--- config.mk ---
export PLATFORM = sky130hd
export DESIGN_NAME = conv_tile_controller
export DESIGN_NICKNAME = d
export VERILOG_FILES = /design/src/rtl/conv_tile_controller.sv
export SDC_FILE = /design/constraint.sdc
export NUM_CORES = 1
export LEC_CHECK = 0
export CAP_MARGIN = 25
export CELL_PAD_IN_SITES_DETAIL_PLACEMENT = 1
export CELL_PAD_IN_SITES_GLOBAL_PLACEMENT = 2
export CORE_MARGIN = 2
export CORE_UTILIZATION = 43
export CTS_CLUSTER_DIAMETER = 30
export DETAILED_ROUTE_END_ITERATION = 16
export DONT_BUFFER_PORTS = 1
export PLACE_DENSITY = 0.89
export SYNTH_ARGS = -nofsm -noshare
export SYNTH_HDL_FRONTEND = slang
export SYNTH_SLANG_ARGS = --single-unit
--- constraint.sdc ---
create_clock -name clk -period 17.95 [get_ports clk]
set_input_delay 3.59 -clock clk [delete_from_list [all_inputs] [get_ports clk]]
set_output_delay 3.59 -clock clk [all_outputs]
set_load 0.01 [all_outputs]
--- src/rtl/conv_tile_controller.sv ---
// rtl/conv_tile_controller.sv - conv-layer tile sequencer for MAC datapath, operand fetch and psum memory
//
// Ports:
//   clk, arst_n_in                      clock, asynchronous active-low reset
//   start, cfg_*                        layer start and configuration (latched on accepted start)
//   running, cfg_err                    status; cfg_err pulses the cycle after a start with a zero field
//   data_ready, a_ready, b_ready        per-tile operand load handshake
//   int_mem_re, write_a, write_b        operand fetch strobes
//   mac_valid, mac_accumulate_*         MAC datapath controls
//   mem_re, mem_we, mem_*_addr          psum memory read/write (address = output channel)
//   ky_out..x_out                       fetch-stage loop counters (x absolute)
//   output_valid, output_x/y/ch         finished output pixel and its coordinates
//   tile_done, fsm_done                 end-of-tile / end-of-layer pulses
//   perf_cycles, perf_stalls            only with CTRL_PERF_COUNTERS_EN defined
//
// Optional feature macro: CTRL_PERF_COUNTERS_EN

module conv_tile_controller #(
    parameter int LOG2_OF_MEM_HEIGHT = 20,
    parameter int DIM_W              = 16,
    parameter int TILE_WIDTH         = 64
) (
    input  logic                          clk,
    input  logic                          arst_n_in,
    input  logic                          start,
    input  logic [DIM_W-1:0]              cfg_width,
    input  logic [DIM_W-1:0]              cfg_height,
    input  logic [DIM_W-1:0]              cfg_in_ch,
    input  logic [DIM_W-1:0]              cfg_out_ch,
    input  logic [DIM_W-1:0]              cfg_kernel,
    output logic                          running,
    output logic                          cfg_err,
    input  logic                          data_ready,
    output logic                          a_ready,
    output logic                          b_ready,
    output logic                          int_mem_re,
    output logic                          write_a,
    output logic                          write_b,
    output logic                          mac_valid,
    output logic                          mac_accumulate_internal,
    output logic                          mac_accumulate_with_0,
    output logic                          mem_re,
    output logic                          mem_we,
    output logic [LOG2_OF_MEM_HEIGHT-1:0] mem_read_addr,
    output logic [LOG2_OF_MEM_HEIGHT-1:0] mem_write_addr,
    output logic [DIM_W-1:0]              ky_out,
    output logic [DIM_W-1:0]              kx_out,
    output logic [DIM_W-1:0]              inch_out,
    output logic [DIM_W-1:0]              outch_out,
    output logic [DIM_W-1:0]              y_out,
    output logic [DIM_W-1:0]              x_out,
    output logic                          output_valid,
    output logic [DIM_W-1:0]              output_x,
    output logic [DIM_W-1:0]              output_y,
    output logic [DIM_W-1:0]              output_ch,
    output logic                          tile_done,
    output logic                          fsm_done
`ifdef CTRL_PERF_COUNTERS_EN
    ,
    output logic [31:0]                   perf_cycles,
    output logic [31:0]                   perf_stalls
`endif
);

    typedef enum logic [1:0] {S_IDLE, S_LOAD, S_FETCH, S_MAC} state_t;

    // One loop-nest position; x is absolute within the feature map.
    typedef struct packed {
        logic [DIM_W-1:0] x;
        logic [DIM_W-1:0] y;
        logic [DIM_W-1:0] ci;
        logic [DIM_W-1:0] co;
        logic [DIM_W-1:0] ky;
        logic [DIM_W-1:0] kx;
    } point_t;

    state_t           state, state_next;
    logic [DIM_W-1:0] cw, chh, cin, cout, ck;
    logic [DIM_W-1:0] tile_base;
    point_t           f_pt, m_pt;
    logic             fetch_done;

    logic [DIM_W:0]   tile_sum;
    logic             last_tile;
    logic [DIM_W-1:0] tile_end, x_last;
    logic [DIM_W-1:0] k_max, ci_max, co_max, y_max;
    logic             cfg_ok, accept, mac_last, fetch_last;
    logic             window_start, window_end;

    // Tile bounds: widened sum so tile_base + TILE_WIDTH cannot wrap.
    assign tile_sum  = {1'b0, tile_base} + (DIM_W+1)'(TILE_WIDTH);
    assign last_tile = tile_sum >= {1'b0, cw};
    assign tile_end  = last_tile ? cw : tile_sum[DIM_W-1:0];
    assign x_last    = tile_end - 1'b1;
    assign k_max     = ck - 1'b1;
    assign ci_max    = cin - 1'b1;
    assign co_max    = cout - 1'b1;
    assign y_max     = chh - 1'b1;

    assign cfg_ok = (cfg_width != '0) && (cfg_height != '0) && (cfg_in_ch != '0) &&
                    (cfg_out_ch != '0) && (cfg_kernel != '0);
    assign accept = (state == S_IDLE) && start && cfg_ok;

    // Advance one position in loop order tile > x > y > ci > co > ky > kx.
    function automatic point_t step_point(input point_t p);
        point_t n;
        n = p;
        if (p.kx != k_max) n.kx = p.kx + 1'b1;
        else begin
            n.kx = '0;
            if (p.ky != k_max) n.ky = p.ky + 1'b1;
            else begin
                n.ky = '0;
                if (p.co != co_max) n.co = p.co + 1'b1;
                else begin
                    n.co = '0;
                    if (p.ci != ci_max) n.ci = p.ci + 1'b1;
                    else begin
                        n.ci = '0;
                        if (p.y != y_max) n.y = p.y + 1'b1;
                        else begin
                            n.y = '0;
                            n.x = (p.x != x_last) ? p.x + 1'b1 : tile_base;
                        end
                    end
                end
            end
        end
        return n;
    endfunction

    function automatic logic is_last(input point_t p);
        return (p.kx == k_max) && (p.ky == k_max) && (p.co == co_max) &&
               (p.ci == ci_max) && (p.y == y_max) && (p.x == x_last);
    endfunction

    function automatic point_t tile_origin(input logic [DIM_W-1:0] base);
        point_t n;
        n   = '0;
        n.x = base;
        return n;
    endfunction

    assign mac_last   = is_last(m_pt);
    assign fetch_last = is_last(f_pt);

    always_comb begin
        state_next = state;
        int_mem_re = 1'b0;
        mac_valid  = 1'b0;
        tile_done  = 1'b0;
        fsm_done   = 1'b0;
        case (state)
            S_IDLE:  if (accept) state_next = S_LOAD;
            S_LOAD:  if (data_ready) state_next = S_FETCH;
            S_FETCH: begin
                int_mem_re = 1'b1;
                state_next = S_MAC;
            end
            S_MAC: begin
                mac_valid  = 1'b1;
                int_mem_re = !fetch_done;
                if (mac_last) begin
                    if (last_tile) begin
                        fsm_done   = 1'b1;
                        state_next = S_IDLE;
                    end else begin
                        tile_done  = 1'b1;
                        state_next = S_LOAD;
                    end
                end
            end
            default: state_next = S_IDLE;
        endcase
    end

    assign running  = (state != S_IDLE);
    assign a_ready  = running;
    assign b_ready  = running;
    assign write_a  = int_mem_re;
    assign write_b  = int_mem_re;

    assign window_start            = (m_pt.ky == '0) && (m_pt.kx == '0);
    assign window_end              = (m_pt.ci == ci_max) && (m_pt.ky == k_max) && (m_pt.kx == k_max);
    assign mac_accumulate_internal = mac_valid && !window_start;
    assign mac_accumulate_with_0   = mac_valid && window_start && (m_pt.ci == '0);
    assign mem_re                  = mac_valid && window_start;
    assign mem_read_addr           = LOG2_OF_MEM_HEIGHT'(m_pt.co);

    assign ky_out    = f_pt.ky;
    assign kx_out    = f_pt.kx;
    assign inch_out  = f_pt.ci;
    assign outch_out = f_pt.co;
    assign y_out     = f_pt.y;
    assign x_out     = f_pt.x;

    always_ff @(posedge clk or negedge arst_n_in) begin
        if (!arst_n_in) begin
            state          <= S_IDLE;
            cw             <= '0;
            chh            <= '0;
            cin            <= '0;
            cout           <= '0;
            ck             <= '0;
            tile_base      <= '0;
            f_pt           <= '0;
            m_pt           <= '0;
            fetch_done     <= 1'b0;
            cfg_err        <= 1'b0;
            mem_we         <= 1'b0;
            mem_write_addr <= '0;
            output_valid   <= 1'b0;
            output_x       <= '0;
            output_y       <= '0;
            output_ch      <= '0;
        end else begin
            state   <= state_next;
            cfg_err <= (state == S_IDLE) && start && !cfg_ok;

            if (accept) begin
                cw         <= cfg_width;
                chh        <= cfg_height;
                cin        <= cfg_in_ch;
                cout       <= cfg_out_ch;
                ck         <= cfg_kernel;
                tile_base  <= '0;
                f_pt       <= '0;
                m_pt       <= '0;
                fetch_done <= 1'b0;
            end else if (tile_done) begin
                tile_base  <= tile_end;
                f_pt       <= tile_origin(tile_end);
                m_pt       <= tile_origin(tile_end);
                fetch_done <= 1'b0;
            end else if (fsm_done) begin
                tile_base  <= '0;
                f_pt       <= '0;
                m_pt       <= '0;
                fetch_done <= 1'b0;
            end else begin
                if (int_mem_re) begin
                    f_pt <= step_point(f_pt);
                    if (fetch_last) fetch_done <= 1'b1;
                end
                if (mac_valid) m_pt <= step_point(m_pt);
            end

            // Write-back trails the psum read by the MAC-stage latency of one cycle.
            mem_we         <= mem_re;
            mem_write_addr <= mem_read_addr;

            output_valid <= mac_valid && window_end;
            if (mac_valid && window_end) begin
                output_x  <= m_pt.x;
                output_y  <= m_pt.y;
                output_ch <= m_pt.co;
            end
        end
    end

`ifdef CTRL_PERF_COUNTERS_EN
    always_ff @(posedge clk or negedge arst_n_in) begin
        if (!arst_n_in) begin
            perf_cycles <= '0;
            perf_stalls <= '0;
        end else if (accept) begin
            perf_cycles <= '0;
            perf_stalls <= '0;
        end else if (running) begin
            if (perf_cycles != '1) perf_cycles <= perf_cycles + 1'b1;
            if (state == S_LOAD && perf_stalls != '1) perf_stalls <= perf_stalls + 1'b1;
        end
    end
`endif

endmodule

### Word level (Yosys, flattened, before mapping)

Cells that the tools add are included.

* register bits: 358
* input bits: 84

* add/sub/neg operators: 18
* $lt $le $gt $ge: 1
* equal/unequal tests: 40
* mux-type cells: 52
* reductions and logical operators: 53

Operator list (count)
* 96-bit 2-to-1 mux: 8
* 16-bit 2-to-1 mux: 18
* 16-bit by 1-bit adder with 16-bit output (second input constant): 12
* 16-bit equality test: 12
* 16-bit != test: 12
* 80-bit 2-to-1 mux: 2
* 64-bit 2-to-1 mux: 2
* 48-bit 2-to-1 mux: 2
* 16-bit nonzero test: 5
* 16-bit by 1-bit subtractor with 16-bit output (second input constant): 5
* 32-bit 2-to-1 mux: 2
* 16-bit zero test: 3
* 4-bit != test (second input constant): 10
* 1-bit logical AND: 24
* 16-bit by 7-bit adder with 17-bit output (second input constant): 1
* 17-bit by 16-bit >= comparator with 1-bit output: 1
* 1-bit 2-to-1 mux: 13
* 6-bit AND reduction: 2
* 4-bit nonzero test: 3
* 5-bit AND reduction: 2
* 3-bit AND reduction: 3
* 2-bit one-hot mux with 4 select lines: 1
* 4-bit AND reduction: 2
* 2-bit 2-to-1 mux: 3
* other kinds (9): 16

### Logic depth before layout (Yosys ltp)

* depth in word-level cells: 15
* depth in mapped cells: 34
* depth with buffers taken out: 25

### Worst setup path after synthesis

Ideal clock, no wire load.

* path type: reg-to-output
* start: reg tile_base[9]
* end: out fsm_done
* arrival time: 6.605 ns
* required time: 14.360 ns
* slack: 7.755 ns
* stages on the path, launching flop included: 28
* cells stage by stage: dfrtp_1 clkbuf_1 nand3_1 or4_1 and2_1 inv_1 ha_1 nand4_1 nor2_1 o311ai_0 nand3_1 clkbuf_1 clkbuf_1 buf_1 nor2_1 a21oi_1 ha_1 clkbuf_1 or3b_2 clkbuf_1 nor2_1 o2111ai_1 nor3_1 xnor2_1 a211o_1 a2111oi_0 nand4_1 nor3_1

* longest elaborated chain between the ends: 8
* elaborated cells on any way between the ends: 9

Ends and longest elaborated chain
* start, declared: RTL line 79 `logic [DIM_W-1:0] tile_base;`
* start signal, assigned: RTL line 231 `tile_base <= tile_end;`
* 16-bit by 7-bit adder with 17-bit output *: RTL line 91 `assign tile_sum = {1'b0, tile_base} + (DIM_W+1)'(TILE_WIDTH);`
* 17-bit by 16-bit >= comparator with 1-bit output: RTL line 92 `assign last_tile = tile_sum >= {1'b0, cw};`
* 16-bit 2-to-1 mux: RTL line 93 `assign tile_end = last_tile ? cw : tile_sum[DIM_W-1:0];`
* 16-bit by 1-bit subtractor with 16-bit output: RTL line 94 `assign x_last = tile_end - 1'b1;`
* 16-bit equality test: RTL line 134 `(p.ci == ci_max) && (p.y == y_max) && (p.x == x_last);`
* 1-bit logical AND: RTL line 134
* 1-bit 2-to-1 mux *: RTL line 163 `if (mac_last) begin`
* 1-bit 2-to-1 mux *: RTL line 153 `case (state)`
* end, declared: RTL line 57 `output logic fsm_done`

Mark *: on every way between the ends. The rest lies on a longest branch, timed or not.

### Final worst setup path

* start: reg tile_base[7]
* end: out fsm_done

Same word-level chain as after synthesis.

==> results.py <==
metrics = {
    "power": {
        "p_leak_nw": 12.01,
        "combPwrFrac_pct": 30.1,
        "switching_power_mw": 1.700,
        "p_per_area_nw_per_um2": 158.8,
        "ir_drop_mv": 0.09677,
        "p_int_mw": 2.877,
        "power.share.switching_pct": 37.14,
        "p_clk_share_pct": 42.5,
        "pwr-share-seq_pct": 27.4,
    },
    "yosys": {
        "ys_top_cells_by_count": "358 x dfrtp_1, 232 x nor2_1, 217 x nand2_1",
        "ys.flop_type": "dfrtp_1",
        "synth_edf_count": 0,
        "async_reset_ff_share_pct": 100.0,
        "yosysTopAreaCellShare_pct": 36.19,
        "netlist_area_sq_um": 24750,
        "yosys.area.top_type": "dfrtp_1",
        "ys_seq_area_share_pct": 36.19,
        "ys_seq_elements": 358,
        "yosysWarnings": 0,
        "synth_cells": 2813,
        "synth_area_leaders": "dfrtp_1 36%, xnor2_1 6.5%, mux2_2 4.8%",
        "yosysUniqueCellTypes": 91,
        "synth_area_per_cell_sq_um": 8.800,
        "synth.most_common_cell": "dfrtp_1",
    },
    "cts": {
        "cts.sinks": 358,
        "clk_pin_slew_ps": 40,
        "ctsResizeCount": 0,
        "cts-htree-levels": 3,
        "cts_tree": "done",
        "cts.path.max_buffers": 3,
        "clk_latency_ps": 640,
        "cts_buffers": 102,
        "post_cts_buffers": 0,
        "cts-root-buf": "clkbuf_16",
        "cts_hold_buf": 0,
    },
    "placement": {
        "placement.io_buffers": 0,
        "dp_hpwl_mm": 66.28,
        "pre_cts_ws_ps": 6497,
        "routabilityCongestion": 0.9154,
    },
    "floorplanning": {
        "core_sq_um": 56600,
        "dieArea_sq_um": 59500,
        "rows": 87,
        "ios": 283,
        "start_util_pct": 43.73,
        "die_y_microns": 243.9,
        "die_w_microns": 243.9,
    },
    "global_route": {
        "grt_max_degree": 359,
        "grt_use_total_pct": 30.41,
        "grt_first_pass_wirelength_mm": 142.6,
        "antenna_found_initial": 0,
        "overflow": 0,
        "grt_pass1_vias": 23947,
    },
    "hold_path": {
        "worstHoldEndpoint": "fetch_done$_DFFE_PN0P_",
        "whs_path_depth": 2,
        "hold_class": "reg2reg",
        "min_from": "fetch_done$_DFFE_PN0P_",
    },
    "sta": {
        "skew_ps": 29.18,
        "max_freq_mhz": 82.61,
        "period_share_pct": 67.44,
        "drv_slew": 0,
        "max_slew_margin_pct": 26.05,
        "worst_pin_slew_ps": 1101,
        "rsz0062_at_grt": "false",
        "setup_tns_ps": 0,
        "hold_viol_final": 0,
        "setup_viol": 0,
        "hold_ws_ps": 531.0,
        "setup_ws_ps": 5845,
        "final.min_clock_period_ps": 12110,
    },
    "setup_path": {
        "critPathRequiredTime_ps": 14360,
        "regToRegEndpoint": "x_out[6]$_DFFE_PN0P_",
        "max_stage_delay_ps": 840,
        "worst-r2r-setup-slack_ps": 9040,
        "r2r-start": "tile_base[7]$_DFFE_PN0N_",
        "r2r_cells": 28,
        "crit_path_cell_trace": "ha_1 > nand2_1 > o31ai_1 > and2_1 > inv_1 > ha_1 > nand4_1 > nor2_1 > a41oi_1 > buf_4 > nand3_1 > buf_4 > nor2_1 > a21oi_1 > ha_1 > or3b_2 > nor2_1 > o2111ai_1 > nor3_1 > xnor2_1 > a211o_1 > a2111oi_0 > nand4_1 > nor3_1",
        "worst-path-max-fanout": 29,
        "critical_path_buf_inv_count": 3,
        "arrival_ps": 8520,
        "path_class": "reg2out",
        "worst_setup_path_start_kind": "register",
        "critPathTopFamily": "simple AND/OR/NAND/NOR gates",
        "worstSetupEndpointType": "primary output",
        "slowest_stage": "a2111oi_0",
    },
    "cells_and_area": {
        "diodes": 0,
        "syn2layout_area_growth_pct": 16.39,
        "drive_gt1_share_pct": 12.59,
        "finish.net_count": 2876,
    },
    "detailed_routing": {
        "drcViolationCount": 0,
        "wl_met1_mm": 38.15,
        "wl_met3_mm": 5.657,
        "vias_per_cell": 6.295,
        "dr.pass1.iters": 6,
        "num_vias": 22604,
        "dr_wl_met2_mm": 43.88,
        "drt_iter0_markers": 1565,
        "wl_mm": 91.16,
        "antenna_left": 0,
        "wl_per_cell_microns": 25.39,
        "routed.top_layer": "met4",
    },
    "run_status": {
        "status": "finished clean",
    },
    "job": {
        "cap_viol_max_count": 0,
    },
}
-- flip-flops by register name (all words and copies together) (netlist names), 2 cells and up --
| signal | count |
|---|---|
| output_y | 16 |
| m_pt | 80 |
| ky_out | 16 |
| state | 2 |
| tile_base | 16 |
| outch_out | 16 |
| y_out | 16 |
| cout | 16 |
| mem_write_addr | 16 |
| kx_out | 16 |
| x_out | 16 |
| chh | 16 |
| ck | 16 |
| output_x | 16 |
| cin | 16 |
| inch_out | 16 |
| output_ch | 16 |
| mem_read_addr | 16 |
| cw | 16 |
-- worst register-to-register path, delay by kind of cell (launching register included) --
| kind | cells | cell delay, ps |
|---|---|---|
| buffers and inverters | 4 | 1080 |
| XOR/XNOR | 1 | 260 |
| flip-flops | 1 | 500 |
| AND/OR/NAND/NOR | 13 | 4100 |
| AO/OA/AOI/OAI | 7 | 1680 |
| adder cells (fa/ha/maj) | 3 | 1170 |
-- metal layers --
layer	vias up	track usage, %
met1	11624	38.29
met2	712	51.32
met4	0	11.46
met5	-	0
li1	10054	-
met3	214	6.332
-- logic make-up (layout without fill, tap and decap cells) --
kind of cell               Yosys count  after routing  synth area share [%]
AOI/OAI and AO/OA                  503            503                 12.82
xor gates and xnor gates           325            325                 12.92
adders and majority gates           42             42                 2.123
buffers and inverters              287            302                 4.963
DFF                                358            358                 36.19
muxes                              126            126                 5.646
other                                1              8               0.01515
and+or+nand+nor                   1171           1171                 25.33
-- stage by stage --
step / instances / cell area (sq um) / total power, mW / util [%]
after floorplan: 2820 / 24780 / 2.181 / -
after detailed placement: 3399 / 25090 / 2.599 / 44.32
final: 3591 / 28810 / 4.576 / 50.90
after CTS: 3588 / 28800 / 4.575 / 50.87
after global routing: 3591 / 28810 / 4.791 / 50.90
after global placement: 3398 / 25070 / 2.534 / 44.29
-- power groups by stage --
stage	Clock (mW)	Sequential, mW	Combinational (mW)
5_1_grt	2.02	1.28	1.50
3_3_place_gp	0	1.24	1.29
3_5_place_dp	0	1.25	1.34
4_1_cts	1.97	1.24	1.36
6_report	1.95	1.25	1.38
2_1_floorplan	0	1.06	1.12
-- worst max path at each step --
stage	depth (start not counted)	startpoint	endpoint	slack (ps)
after floorplan	27	tile_base[9]$_DFFE_PN0N_	fsm_done	7760
after global placement	21	tile_base[9]$_DFFE_PN0N_	fsm_done	6810
after detailed placement	21	tile_base[9]$_DFFE_PN0N_	fsm_done	6500
after CTS	22	tile_base[7]$_DFFE_PN0N_	fsm_done	5780
after global routing	22	tile_base[9]$_DFFE_PN0N_	fsm_done	5280
final	24	tile_base[7]$_DFFE_PN0N_	fsm_done	5840
-- cells in the final DEF (no fill, tap or decap), types with 13 or more instances in the layout --
cell type   netlist  layout
a211oi_1         22      21
a21oi_1         116     116
a31oi_1          20      19
and2_1           26      26
and3_1           92      92
buf_4            30      28
bufinv_16         0      19
clkbuf_16         0     105
clkinv_2          0      17
clkinvlp_4        0      20
dfrtp_1         358     358
ha_1             42      42
inv_1            81      81
mux2_2          106     106
mux2i_1          17      17
nand2_1         217     217
nand2b_1         42      42
nand3_1         107     107
nand3b_1         25      25
nand4_1          93      93
nor2_1          232     231
nor2b_1          24      24
nor3_1           82      79
nor3b_1          20      19
nor4_1           78      77
nor4b_1          13      13
o21ai_0         171     171
o31ai_1          36      36
or3_1            24      24
or4_1            33      33
xnor2_1         185     185
xnor3_1          19      19
xor2_1          115     115
-- final cells by class --
type	count	area, sq um
timing repair buffer	31	235.2
fill	6440	27790
multi-input combinational	2175	14660
tap	756	945.9
clock buffer	125	2813
clock inverter	64	897.1
sequential	358	8959
inverter	82	307.8
No activity file was read; power rests on OpenSTA's default activity.
